==> config.mk <==
export PLATFORM = sky130hd
export DESIGN_NAME = vaddr_offset_tracker
export DESIGN_NICKNAME = d
export VERILOG_FILES = /design/src/rtl/vaddr_offset_tracker.sv
export SDC_FILE = /design/constraint.sdc
export NUM_CORES = 1
export LEC_CHECK = 0
export CAP_MARGIN = 10
export CORE_MARGIN = 2
export CORE_UTILIZATION = 40
export CTS_CLUSTER_SIZE = 10
export DETAILED_ROUTE_END_ITERATION = 8
export PLACE_DENSITY_LB_ADDON = 0.3
export SLEW_MARGIN = 20
export SYNTH_ARGS = -nofsm -noshare
export SYNTH_HDL_FRONTEND = slang
export SYNTH_SLANG_ARGS = --single-unit
==> constraint.sdc <==
create_clock -name clk -period 3.1 [get_ports clk]
set_input_delay 0.31 -clock clk [delete_from_list [all_inputs] [get_ports clk]]
set_output_delay 0.31 -clock clk [all_outputs]
set_load 0.005 [all_outputs]
==> src/rtl/vaddr_offset_tracker.sv <==
// Captures up to DEPTH distinct virtual-address offsets per NDP operation,
// reporting per-entry valids, fill count and full/duplicate/overflow status.
module vaddr_offset_tracker #(
    parameter int  OFFSET_W = 64,
    parameter int  DEPTH    = 4,
    localparam int CNT_W    = $clog2(DEPTH + 1)
) (
    input  logic                      clk,
    input  logic                      aresetn,
    input  logic                      ndp_done,
    input  logic                      offset_valid,
    input  logic [OFFSET_W-1:0]       offset,
    output logic [DEPTH-1:0]          entry_valid,
    output logic [DEPTH*OFFSET_W-1:0] entry_offset,
    output logic [CNT_W-1:0]          entry_count,
    output logic                      full,
    output logic                      dup_pulse,
    output logic                      overflow
);

    logic [OFFSET_W-1:0] entry_q [DEPTH];
    logic [OFFSET_W-1:0] entry_d [DEPTH];
    logic [DEPTH-1:0]    valid_q, valid_d;
    logic [DEPTH-1:0]    match;
    logic [CNT_W-1:0]    count_q, count_d;
    logic                dup_q, dup_d;
    logic                ovf_q, ovf_d;
    logic                hit;
    logic                full_w;

    // Only valid entries can match, so a cleared (zero) slot never aliases offset 0.
    always_comb begin
        for (int i = 0; i < DEPTH; i++) begin
            match[i] = valid_q[i] && (entry_q[i] == offset);
        end
    end

    assign hit    = |match;
    assign full_w = (count_q == CNT_W'(DEPTH));

    always_comb begin
        entry_d = entry_q;
        valid_d = valid_q;
        count_d = count_q;
        dup_d   = 1'b0;
        ovf_d   = ovf_q;
        if (offset_valid) begin
            if (hit) begin
                dup_d = 1'b1;
            end else if (full_w) begin
                ovf_d = 1'b1;
            end else begin
                // Entries fill in order, so the count is also the next free slot.
                for (int i = 0; i < DEPTH; i++) begin
                    if (count_q == CNT_W'(i)) begin
                        entry_d[i] = offset;
                        valid_d[i] = 1'b1;
                    end
                end
                count_d = count_q + CNT_W'(1);
            end
        end
    end

    always_ff @(posedge clk) begin
        if (!aresetn || ndp_done) begin
            for (int i = 0; i < DEPTH; i++) begin
                entry_q[i] <= '0;
            end
            valid_q <= '0;
            count_q <= '0;
            dup_q   <= 1'b0;
            ovf_q   <= 1'b0;
        end else begin
            entry_q <= entry_d;
            valid_q <= valid_d;
            count_q <= count_d;
            dup_q   <= dup_d;
            ovf_q   <= ovf_d;
        end
    end

    for (genvar g = 0; g < DEPTH; g++) begin : g_flat
        assign entry_offset[g*OFFSET_W +: OFFSET_W] = entry_q[g];
    end

    assign entry_valid = valid_q;
    assign entry_count = count_q;
    assign full        = full_w;
    assign dup_pulse   = dup_q;
    assign overflow    = ovf_q;

endmodule

Word level (Yosys, flattened, before mapping)
Index checks and enable logic that the tools add are counted.

word-level totals
  bits in registers = 265
  input bits = 68
  output and inout bits = 266
  logic and storage cells = 39

cells by class
  add/subtract/negate cells = 1
  equal/unequal tests = 8
  muxes and demuxes = 1
  bitwise logic cells = 3
  reduce and logical (&&, ||, !) cells = 15

operator list
  cell                                                  count
  equality test 64 bit                                  4
  AND reduction 4 bit                                   4
  equality test 3 x 2 -> 1 bit (second input constant)  2
  AND reduction 3 bit                                   2
  logical AND 1 bit                                     4
  OR reduction 4 bit                                    1
  adder 3 x 1 -> 3 bit (second input constant)          1
  equality test 3 x 1 -> 1 bit (second input constant)  1
  equality test 3 bit (second input constant)           1
  zero test 3 bit                                       1
  inverter 1 bit                                        3
  OR reduction 2 bit                                    1
  zero test 1 bit                                       1
  logical OR 1 bit                                      1
  two-way mux 1 bit                                     1

Depth between registers and ports, before layout
  depth after elaboration = 5
  mapped depth = 12

Least setup slack after synthesis
OpenSTA, ideal clock, no wires.

  path kind = input port to flip-flop
  from = in offset[12]
  to = reg entry_q (netlist bit entry_offset[246])
  arrival time = 2107 ps
  data required time = 3028 ps
  path slack = 921 ps
  stages = 11
  path buffers = 3
  path through = buf_2 > xnor2_1 > nand4_1 > nor4_1 > nand4_1 > o22ai_2 > nor2_2 > nand4_2 > buf_12 > buf_8 > mux2i_1

on the way
  cells in the longest elaborated chain, start to end = 5
  elaborated cells between the ends (all ways) = 11

RTL lines
  item                                    line  RTL
  start: declaration                      12    input logic [OFFSET_W-1:0] offset,
  equality test 64 bit                    34    match[i] = valid_q[i] && (entry_q[i] == offset);
  logical AND 1 bit                       34
  OR reduction 4 bit *                    38    assign hit = |match;
  inverter 1 bit (no source line) *       -
  AND reduction 4 bit (no source line) *  -
  end signal: assignment                  75    entry_q <= entry_d;
  end: declaration                        21    logic [OFFSET_W-1:0] entry_q [DEPTH];

Every way passes the cells marked *; elsewhere a longest branch is shown, timed or not.
A chain may end at the register's enable or synchronous reset.

Final worst setup path
  from = in offset[37]
  to = reg entry_q (netlist bit entry_offset[165])

on the way
  cells in the longest elaborated chain, start to end = 5
  elaborated cells between the ends (all ways) = 11

RTL lines
  item                                  line
  equality test 64 bit                  34
  logical AND 1 bit                     34
  OR reduction 4 bit                    38
  inverter 1 bit (no source line)       -
  AND reduction 4 bit (no source line)  -

Parallel ways exist; a longest one is shown, timed or not.

==> results by group <==
Layout
  – Design area: around 19000 µm²
  – Layout fillers: approximately 2900
  – Final net count: approximately 2100
  – Non-Filler Instances: between 2000 and 2500
  – Register area: 5310 µm²
  – Most frequent cells in the layout: clkdlybuf4s50_1, nand2_1, dfxtp_1
  – Multi-input logic area: 6890 µm²
  – Area grow syn2layout: 42.7%
  – Layout cells sized above 1: around an eighth
  – N_diodes: 0
  – Most common cell after layout, fill and taps aside: clkdlybuf4s50_1

Clocking
  – Total CTS buffers: 31
  – Max Buffers Root-to-Sink: 3
  – Root buffer cell: clkbuf_16
  – Hold Buf Count CTS: 0
  – CTS tree: built
  – Later-pin clock latency in the skew report: around 0.56 ns
  – PostCTS Resize Cnt: 0
  – H-tree levels: 1
  – Sink Count: 265
  – Worst-path clk slew: 0.06 ns
  – Post-CTS Setup Bufs: 0

Critical path
  – Max incr delay on CP: 0.94 ns
  – Crit path cell chain: clkdlybuf4s50_1, inv_1, o2111ai_1, nor4_1, nand4_1, o22ai_2, buf_4, nor4_4, buf_12, nand3_1, o21ai_0
  – Critical R2R Capture: entry_offset[165]
  – CP endpoint kind: register
  – CP max-delay cell: nor4_4
  – Reg2reg start: entry_offset[146]
  – WP data required: around 3.6 ns
  – WP data arrival: between 3 and 4 ns
  – Register-to-register setup slack: between 0.15 and 0.2 ns
  – CP Launch Type: input port
  – Peak fanout along the critical path: 42
  – FF-to-FF path depth: 11
  – Crit Path Class: in -> reg

Routing
  – Via/cell ratio: roughly 5.3
  – Vias: 12942
  – DRC: 0
  – Routed WL per cell: 22.3 µm
  – Initial DRC Count: 1357
  – Pre-antenna DRT Iters: 5
  – Total Wirelength: 54400 µm
  – ANT nets after route: 0

Placed design
  – Port bufs: around 330
  – Placed Area: 18000 µm²
  – Routability cong.: approximately 1.0
  – Inst Count DP: 2398
  – Final HPWL DP: roughly 43000 µm

Global route
  – First-pass GRT wire length: around 77000 µm
  – Overflow after GRT: 0
  – GRT Resource Usage Total: 30.6%
  – Largest net degree at the start of global routing: roughly 110
  – Initial antenna violation count: 0
  – Met1 Usage GRT: 41.6%
  – Gr busiest metal: met2
  – Met3 Usage GRT: under 10%
  – GR met2 Demand/Resource: roughly 50%
  – Vias in the first global route: 11801

Floorplan
  – Die Wd: between 150 and 200 µm
  – Die Y: about 190 µm
  – Row count: 66
  – Initial core utilization: between 40% and 50%
  – DIE AREA: around 34000 µm²
  – Ports: about 330
  – Core area: about 33000 µm²

Power
  – Pwr Density: 417 nW/µm²
  – Peak VDD IR: between 0.5 and 0.6 mV
  – Leak Pwr: 0.00673 µW

STA
  – FMAX: between 0.3 and 0.4 GHz
  – Fin. max-slew vios: 0
  – Least-Margin Pin Slew: about 1.1 ns
  – Slew headroom: 25.7%
  – Min Hold Slack: 0.444 ns
  – Period minus WS final: 2.99 ns
  – Final setup violation count: 0
  – Final hold vios: 0
  – Fin crit share: 96.3%
  – Setup TNS: 0 ns
  – RSZ-0062 raised after global routing: false
  – Clk_skew: slightly above 0.01 ns

Synth
  – Syn Std Cell Area: around 13000 µm²
  – Seq/Total Area, Yosys: between 40 and 50%
  – Distinct cells, synth: 43
  – Syn. warnings: 0
  – Yosys reg bits: roughly 270
  – Syn avg cell area: a little over 8 µm²
  – Mapped Cells: around 1600
  – Syn_nets: 1674

Worst hold path
  – Hold Crit Start: offset[48]
  – Worst Hold Depth: 3
  – Worst Hold Class: in -> reg
  – Worst Hold End: entry_offset[240]

Flow run
  – Max-cap viol count: 0

Status
  – Status: finished clean
-- metrics by stage --
stage	setup slack [ns]	total power, µW	util (%)
after floorplan	0.921	4070	-
after global placement	-0.349	4640	55.3
after detailed placement	-0.364	4650	55.3
after CTS	0.196	7850	57.8
after global routing	0.0194	8050	57.8
final	0.113	7850	57.8
-- worst max-delay path: cells and delay by family --
kind | cells | cell delay, ns
compound gates | 3 | 0.66
simple gates | 4 | 1.28
buf+inv | 4 | 1.17
-- cells in the mapped netlist, drive strengths merged --
cell type / number / area [µm²]
inv: 18 / 67.6
o211ai: 1 / 7.51
a22o: 2 / 17.5
o31ai: 6 / 58.8
nand4: 53 / 338
nand2b: 6 / 37.5
a31oi: 1 / 6.26
o22ai: 3 / 38.8
nor4: 23 / 163
dfxtp: 265 / 5310
nand3: 201 / 1010
nor2b: 2 / 12.5
ha: 5 / 62.6
xor2: 34 / 298
a21oi: 4 / 20.0
nor4b: 1 / 15.0
a2111oi: 1 / 8.76
o21ai: 187 / 936
xnor2: 209 / 1830
clkbuf: 51 / 191
nor3: 4 / 20.0
a222oi: 1 / 10.0
nand2: 323 / 1210
o41ai: 1 / 8.76
mux2i: 66 / 661
nor2: 8 / 32.5
buf: 117 / 753
o221ai: 2 / 17.5
dlygate4sd1: 3 / 26.3
o2111ai: 2 / 17.5
or4: 1 / 7.51
-- worst max-delay path by stage --
stage	start	end	slack [ns]	depth (start not counted)
3_3_place_gp	offset[37]	entry_offset[188]	-0.35	12
2_1_floorplan	offset[12]	entry_offset[246]	0.92	11
6_report	offset[37]	entry_offset[165]	0.11	11
5_1_grt	entry_offset[146]	entry_offset[163]	0.02	11
4_1_cts	entry_offset[254]	entry_offset[159]	0.20	10
3_5_place_dp	offset[37]	entry_offset[138]	-0.36	11
-- state kept, by name, indices dropped and copies added (netlist names) --
register / cells
entry_valid: 4
dup_pulse: 1
entry_offset: 256
overflow: 1
entry_count: 3
-- cell families after synthesis --
group | synth area share (%)
flip-flops | 40.2
multiplexers | 5.01
AND/OR/NAND/NOR | 21.6
AO/OA/AOI/OAI | 8.70
buffers and inverters | 7.88
XOR/XNOR | 16.1
adder cells (fa/ha/maj) | 0.474
-- metal layers --
metal | share of wire (%) | vias to the layer above
li1 | - | 6113
met1 | 43 | 6213
met2 | 46 | 533
met3 | 7.9 | 83
met4 | 3.7 | 0
met5 | 0 | -
-- area by class of cell --
cell class / instances / area share, %
well taps: 442 / 2.94
inverters: 18 / 0.359
repair buffers: 526 / 27.5
multi-input cells: 1147 / 36.6
clock buffers: 37 / 4.40
flip-flops and latches: 265 / 28.2
clock inverters: 2 / 0.0532
-- power by group --
part           switching [µW]  leakage, µW  total (µW)  internal [µW]
Clock                    1410     0.000415        3250           1830
Combinational             611      0.00418        1110            496
Sequential               45.4      0.00214        3490           3450
Total                    2070      0.00673        7850           5780
Power figures use the tool's default switching activity.
